===== src/rtl/commit_unit_pkg.sv =====
// ---------------------------------------------------------------------------
// commit_unit_pkg : shared core types for the in-order retirement stage
// Revision 1.0
// ---------------------------------------------------------------------------
`default_nettype none

package commit_unit_pkg;

  localparam int BUF_SIZE_LOG = 4;

  typedef logic bool;
  localparam bool true  = 1'b1;
  localparam bool false = 1'b0;

  typedef logic [BUF_SIZE_LOG-1:0] tag_t;
  typedef logic [5:0]              spec_tag_t;

  typedef enum logic [1:0] {S_NOT_USED, S_ISSUED, S_ADDR_GENERATED, S_EXECUTED} state_t;
  typedef enum logic [1:0] {ALU, BRANCH, LOAD, STORE} unit_t;
  typedef enum logic [1:0] {BYTE, HALF, WORD} ldst_mode_t;

  typedef struct packed {
    state_t      e_state;
    unit_t       Unit;
    logic [4:0]  Dest;
    logic [31:0] result;
    tag_t        tag;
    spec_tag_t   speculative_tag;
    logic [31:0] A;
    logic [31:0] Vk;
    ldst_mode_t  rwmm;
  } entry_t;

  // Executed and no longer under any unresolved branch.
  function automatic bool is_eligible(entry_t e);
    return (e.e_state == S_EXECUTED) && (e.speculative_tag == '0);
  endfunction

endpackage

`default_nettype wire


===== src/rtl/commit_unit_store_port.sv =====
// ---------------------------------------------------------------------------
// store_port : request/acknowledge FSM and registered payload for committed stores
// Revision 1.0
// ---------------------------------------------------------------------------
`default_nettype none

module store_port
  import commit_unit_pkg::*;
(
  input  logic        clk,
  input  logic        reset,
  input  logic        issue,
  input  logic [31:0] addr,
  input  logic [31:0] wdata,
  input  ldst_mode_t  mode,
  input  logic        mem_ack,
  output logic        mem_req,
  output logic [31:0] mem_addr,
  output logic [31:0] mem_wdata,
  output ldst_mode_t  mem_mode,
  output logic        store_done
);

  typedef enum logic [0:0] {ST_IDLE, ST_WAIT} fsm_t;

  fsm_t st;

  always_ff @(posedge clk) begin
    if (!reset) begin
      st        <= ST_IDLE;
      mem_req   <= 1'b0;
      mem_addr  <= '0;
      mem_wdata <= '0;
      mem_mode  <= BYTE;
    end else begin
      case (st)
        ST_IDLE: if (issue) begin
          st        <= ST_WAIT;
          mem_req   <= 1'b1;
          mem_addr  <= addr;
          mem_wdata <= wdata;
          mem_mode  <= mode;
        end
        ST_WAIT: if (mem_ack) begin
          st      <= ST_IDLE;
          mem_req <= 1'b0;
        end
      endcase
    end
  end

  // An ack seen while idle is stray and must not retire anything.
  assign store_done = (st == ST_WAIT) && mem_ack;

endmodule

`default_nettype wire


===== src/rtl/commit_unit.sv =====
// ---------------------------------------------------------------------------
// commit_unit : retires up to two head entries per cycle, one store at most
// Revision 1.0
// ---------------------------------------------------------------------------
`default_nettype none

module commit_unit
  import commit_unit_pkg::*;
#(
  parameter int BUF_SIZE_LOG = commit_unit_pkg::BUF_SIZE_LOG,
  parameter int INSTRET_W    = 64
) (
  input  logic                         clk,
  input  logic                         reset,
  input  entry_t [1:0]                 head,
  output logic   [1:0]                 rf_we,
  output logic   [1:0][4:0]            rf_addr,
  output logic   [1:0][31:0]           rf_data,
  output logic   [1:0][BUF_SIZE_LOG-1:0] commit_tag,
  output bool    [1:0]                 is_really_commited,
  output bool    [1:0]                 is_commited_store,
  output logic                         mem_req,
  output logic   [31:0]                mem_addr,
  output logic   [31:0]                mem_wdata,
  output ldst_mode_t                   mem_mode,
  input  logic                         mem_ack,
  output logic   [INSTRET_W-1:0]       instret
);

  logic [1:0] elig;
  logic [1:0] is_store;
  logic [1:0] retire;
  logic       store_done;

  for (genvar k = 0; k < 2; k++) begin : g_slot
    assign elig[k]               = is_eligible(head[k]);
    assign is_store[k]           = (head[k].Unit == STORE);
    assign rf_we[k]              = retire[k] && !is_store[k] && (head[k].Dest != 5'd0);
    assign rf_addr[k]            = head[k].Dest;
    assign rf_data[k]            = head[k].result;
    assign commit_tag[k]         = retire[k] ? BUF_SIZE_LOG'(head[k].tag) : '0;
    assign is_really_commited[k] = retire[k];
    assign is_commited_store[k]  = retire[k] && is_store[k];
  end

  // Stores only ever leave from slot 0, so slot 1 retirement needs a non-store.
  assign retire[0] = elig[0] && (!is_store[0] || store_done);
  assign retire[1] = retire[0] && elig[1] && !is_store[1];

  store_port u_store_port (
    .clk        (clk),
    .reset      (reset),
    .issue      (elig[0] && is_store[0]),
    .addr       (head[0].A),
    .wdata      (head[0].Vk),
    .mode       (head[0].rwmm),
    .mem_ack    (mem_ack),
    .mem_req    (mem_req),
    .mem_addr   (mem_addr),
    .mem_wdata  (mem_wdata),
    .mem_mode   (mem_mode),
    .store_done (store_done)
  );

  always_ff @(posedge clk) begin
    if (!reset) instret <= '0;
    else        instret <= instret + INSTRET_W'(retire[0]) + INSTRET_W'(retire[1]);
  end

  logic unused_slot1;
  assign unused_slot1 = ^{head[1].A, head[1].Vk, head[1].rwmm};

endmodule

`default_nettype wire


===== config.mk =====
export PLATFORM = sky130hd
export DESIGN_NAME = commit_unit
export DESIGN_NICKNAME = d
export VERILOG_FILES = /design/src/rtl/commit_unit_pkg.sv /design/src/rtl/commit_unit_store_port.sv /design/src/rtl/commit_unit.sv
export SDC_FILE = /design/constraint.sdc
export NUM_CORES = 1
export LEC_CHECK = 0
export BUFFER_PORTS_ARGS = -buffer_cell sky130_fd_sc_hd__buf_2
export CORE_AREA = 2 2 176 178
export DETAILED_ROUTE_END_ITERATION = 10
export DIE_AREA = 0 0 178 180
export GPL_TIMING_DRIVEN = 0
export PLACE_DENSITY = 0.47
export SLEW_MARGIN = 20
export SYNTH_ARGS = -nofsm -noshare
export SYNTH_HDL_FRONTEND = slang
export SYNTH_SLANG_ARGS = --single-unit
export TNS_END_PERCENT = 10

===== constraint.sdc =====
create_clock -name clk -period 10.1 [get_ports clk]
set_clock_uncertainty 0.1 [all_clocks]
set_input_delay 0.505 -clock clk [delete_from_list [all_inputs] [get_ports clk]]
set_output_delay 0.505 -clock clk [all_outputs]
set_load 0.02 [all_outputs]

==> Word-level counts from Yosys, hierarchy flattened <==
Index checks and enable logic that the tools add are counted.
{ "classes": {"mux": 8, "n_reduce_logical": 22, "eq_ne": 6, "n_bitwise": 1, "addsub": 2} }
{ "op_table": {"columns": ["op", "n"], "rows": [
  ["$add A64 B1 Y64", 2],
  ["$logic_and A1 B1 Y1", 13],
  ["$logic_not A6 Y1", 2],
  ["$reduce_bool A5 Y1", 2],
  ["$eq A2 B2 Y1 const B", 4],
  ["$mux W4", 2],
  ["$mux W1", 4],
  ["$pmux W1 S2", 2],
  ["$reduce_and A2 Y1", 2],
  ["$logic_not A1 Y1", 2],
  ["$ne A2 B1 Y1 const B", 1],
  ["$ne A2 B2 Y1 const B", 1],
  ["$logic_or A1 B1 Y1", 1],
  ["$not A1 Y1", 1]
]} }
{ "word_totals": {"input_bits": 237, "wordCells": 45, "out_inout_bits": 219, "regBits": 132} }

==> Logic depth before layout (Yosys ltp) <==
{ "depth": {"depth_word": 8, "ltp_mapped": 15} }

==> Modules after synthesis <==
From an unflattened synthesis, not the netlist that was laid out.
{ "unflattened": {"cells_unflattened": 754, "hier_area_um2": 6419.9} }
{ "modules_own_cells": {"columns": ["module", "cells_per_inst", "area_each_um2", "instances"], "rows": [
  ["commit_unit", 459, 3692.3, 1],
  ["store_port", 295, 2727.6, 1]
]} }

==> Worst setup path after synthesis <==
Ideal clock, no wire load.
{ "synth_timing": {"path_kind": "input-to-reg", "start": "input head[71] (netlist name)", "end": "register instret[22]", "n_path_buf": 1, "cell_stages": 14, "arrival_time_ns": 4.087, "setup_slack_ns": 5.839, "required_ns": 9.926, "cell_sequence": "nor4_1 -> nand4_1 -> a31oi_1 -> and3_1 -> clkbuf_1 -> inv_1 -> fa_1 -> inv_1 -> ha_1 -> nand4_2 -> nor4_4 -> nand4_1 -> or4_1 -> o21ai_0"} }
{ "synth_lines": {"columns": ["item", "line", "source"], "rows": [
  ["start: declaration", "commit_unit.sv:15", "input entry_t [1:0] head,"],
  ["end signal: assignment", "commit_unit.sv:67", "else instret <= instret + INSTRET_W'(retire[0]) + INSTRET_W'(retire[1]);"],
  ["end: declaration", "commit_unit.sv:27", "output logic [INSTRET_W-1:0] instret"]
]} }

==> Worst setup path after layout <==
{ "layout_timing": {"start": "input head[71] (netlist name)", "end": "register instret[48]"} }
{ "layout_between": {"elab_chain_len": 6, "elab_cells_between_ends": 7, "classes_between": "add/sub (2); reduce/logical (5)"} }
{ "layout_rtl": {"columns": ["item", "line", "source"], "rows": [
  ["$logic_not A6 Y1 *", "commit_unit_pkg.sv:36", "return (e.e_state == S_EXECUTED) && (e.speculative_tag == '0);"],
  ["$logic_and A1 B1 Y1 *", "commit_unit_pkg.sv:36", null],
  ["$logic_and A1 B1 Y1 *", "commit_unit.sv:47", "assign retire[0] = elig[0] && (!is_store[0] || store_done);"],
  ["branches (longest 2 deep; another with $add A64 B1 Y64)", null, null],
  ["$add A64 B1 Y64 *", "commit_unit.sv:67", null]
]} }
Mark *: on every way between the ends.
A chain may end at the register's enable or synchronous reset.

==> reports/metrics.yaml <==
clocking:
  tritoncts: "yes"
  clock_sinks: 132
  cts.clk_slew.worst_paths_ns: 0.07
  cts_setup_buffers: 0
  clk_path_buf_depth: 2
  insertion_delay_ns: 0.41
  cts_buffers: 17
  hold_buffers: 0
  cts-root-buf: "clkbuf_16"
  cts.repair.resized: 0
  htreeDepth: 4
final_layout:
  fin_util_pct: 29.2
  fillCellCount: 3343
  fin_area_sq_mm: 0.00882
  fin_nets: 1333
  drive_gt1_share_pct: 41.2
  areaGrowthSynthToFinish_pct: 44.7
pwr:
  power.density_mw_per_mm2: 144
  power.static_leakage_uw: 0.00393
  peakVddDrop_mv: 0.0770
critical_path:
  crit_buf_inv: 5
  r2r-start: "u_store_port.st$_SDFF_PN0_"
  worst_path_max_delay_cell: "a31oi_1"
  worst-path-stages: 16
  slowest_delay_ns: 0.56
  worstRegToRegCells: 14
  cp-end-kind: "flip-flop"
  crit_fanout: 10
  timing_worst_setup_path_type: "in2reg"
  crit_path_start: "head[71]"
  critPathArrivalTime_ns: 4.97
  critical_path.top_delay_family: "simple AND/OR/NAND/NOR gates"
  worstPathCellList: "buf_2 > nor4_1 > nand4_1 > a31oi_1 > and3_1 > clkbuf_1 > inv_1 > fa_1 > inv_1 > ha_1 > nand4_2 > nor4_4 > clkbuf_1 > nand4_1 > xnor2_1 > nor2_1"
  cp.required_ns: 10.28
  start_kind: "primary input"
sta:
  slew_headroom_pct: 52.2
  finalSetupViolCount: 0
  slew_violations: 0
  fmax_mhz: 209
  hold_violations: 0
  rsz0062_at_grt: "no"
  worstMarginPinSlew_ns: 0.717
  fin_setup_tns_ns: 0
  period_needed_ns: 4.79
  period_share_pct: 47.5
place:
  portBuffers: 324
  place.gp.congestion: 0.776
  place_hpwl_mm: 17.5
  placed_area_sq_mm: 0.00821
grt:
  grt_pass1_wl_mm: 33.9
  grtUsageMet1_pct: 17.2
  antenna_found_initial: 0
  globalRouteMet3Util_pct: 3.47
  grt_pass1_vias: 5858
  grt-ovfl-total: 0
  busiest_layer: "met2"
  grt_usage_pct: 13.7
  use_met2_pct: 23.0
  grt_max_degree: 17
yosys:
  synth_edf_count: 0
  yosys-top-cells-area: "dfxtp_1, nand2_1, buf_4"
  yosysSeqAreaShare_pct: 43.4
  yosysWarnings: 0
  netlist_top_cells_count: "nand2_1, dfxtp_1, a21oi_1, buf_4, nor2_1"
  synthFlopType: "dfxtp_1"
  syn_area_per_cell_sq_um: 8.11
  ys_ff_latch: 132
  synthArstFlopShare_pct: 0
  syn_inst: 751
  yosysMostFrequentCell: "nand2_1"
  synth_area_sq_mm: 0.00609
  synth_top_area_share_pct: 43.4
  yosys.cell_types.count: 43
  yosysTopAreaCell: "dfxtp_1"
  syn_nets: 990
status:
  outcome: "finished, final reports clean"
floorplanning:
  rows: 64
  die_y_um: 180
  dieArea_sq_mm: 0.0320
  initial_core_util_pct: 20.2
  core-area_sq_mm: 0.0302
  die_w_um: 178
  ios: 456
drt:
  vias_per_cell: 4.16
  first_iter_violations: 252
  wl_per_cell_um: 15.0
  wl_mm: 22.5
  antenna_left: 0
  dr.pass1.iters: 4
  drc: 0
  vias: 6259
worst_hold_path:
  holdCritStartpoint: "head[13]"
  hp-class: "in2reg"
  hold_path_depth: 3
run:
  maxCapViolCount: 0
state kept, by name, summed over array words and instances, names as in the netlist:
signal,count
u_store_port.mem_req,1
u_store_port.mem_mode,2
u_store_port.st,1
u_store_port.mem_wdata,32
u_store_port.mem_addr,32
instret,64
layout make-up:
type | instances | area (sq um) | share of cell area (%)
antenna | 1 | 2.50 | 0.0284
buffer | 110 | 709 | 8.04
clock buffer | 18 | 439 | 4.98
clock inverter | 14 | 166 | 1.89
inverter | 10 | 37.5 | 0.426
multi-input combinational | 499 | 2700 | 30.7
sequential | 132 | 2640 | 30.0
tap | 396 | 495 | 5.62
timing repair buffer | 324 | 1620 | 18.4
worst reg2reg max path: cells and delay by family (launching register included):
family / cells / cell delay (ns)
compound gates: 1 / 0.52
simple gates: 6 / 1.44
buf+inv: 4 / 1.03
xor+xnor: 1 / 0.18
flops: 1 / 0.38
fa+ha+maj: 2 / 0.74
routing by layer:
| metal | routed length (um) | vias to the layer above |
|---|---|---|
| li1 | - | 3178 |
| met1 | 9830 | 2857 |
| met2 | 10800 | 209 |
| met3 | 1500 | 15 |
| met4 | 369 | 0 |
| met5 | 0 | - |
layout by cell type, fill, tap and decap left out, drive strengths merged, types with 2 or more instances in the layout:
cell type,count
o21a,4
or3,14
or2,3
nand3,21
a21oi,93
o31ai,11
xor2,24
clkinv,2
nor4,10
buf,408
xnor2,8
nand2b,4
clkinvlp,3
o21ai,16
nand4,35
nor2,42
nand2,163
inv,17
clkbuf,44
bufinv,2
dfxtp,132
or4,14
and2,12
and3,6
nor3,10
through the flow:
stage          setup slack, ns  hold slack, ns  instances  total power [uW]
2_1_floorplan             5.84           0.372        751               585
3_3_place_gp              4.83           0.340       1471               627
3_5_place_dp              4.78           0.343       1471               627
4_1_cts                   5.21           0.196       1503              1290
5_1_grt                   4.88           0.204       1503              1320
6_report                  5.31           0.221       1504              1270
worst paths after layout:
kind                                                   to  slack, ns
setup / recovery                   instret[48]$_SDFF_PN0_       5.31
hold / removal    u_store_port.mem_wdata[11]$_SDFFE_PN0P_       0.22
setup reg to reg                   instret[48]$_SDFF_PN0_       5.58
hold reg to reg    u_store_port.mem_addr[30]$_SDFFE_PN0P_       0.35
report_power, final:
part | leakage [uW] | switching [uW] | internal, uW
combinational | 0.00258 | 48.5 | 44.9
sequential | 0.00106 | 0.0941 | 520
clock | 0.000288 | 274 | 379
cells by family after synthesis:
kind of cell / count (synthesis) / synth area share (%)
buffers and inverters: 120 / 12.3
and+or+nand+nor: 336 / 27.8
xor gates and xnor gates: 32 / 4.60
DFF: 132 / 43.4
other: 1 / 0.0615
AOI/OAI and AO/OA: 127 / 11.2
adders and majority gates: 2 / 0.534
muxes: 1 / 0.164
Power figures use the tool's default switching activity.
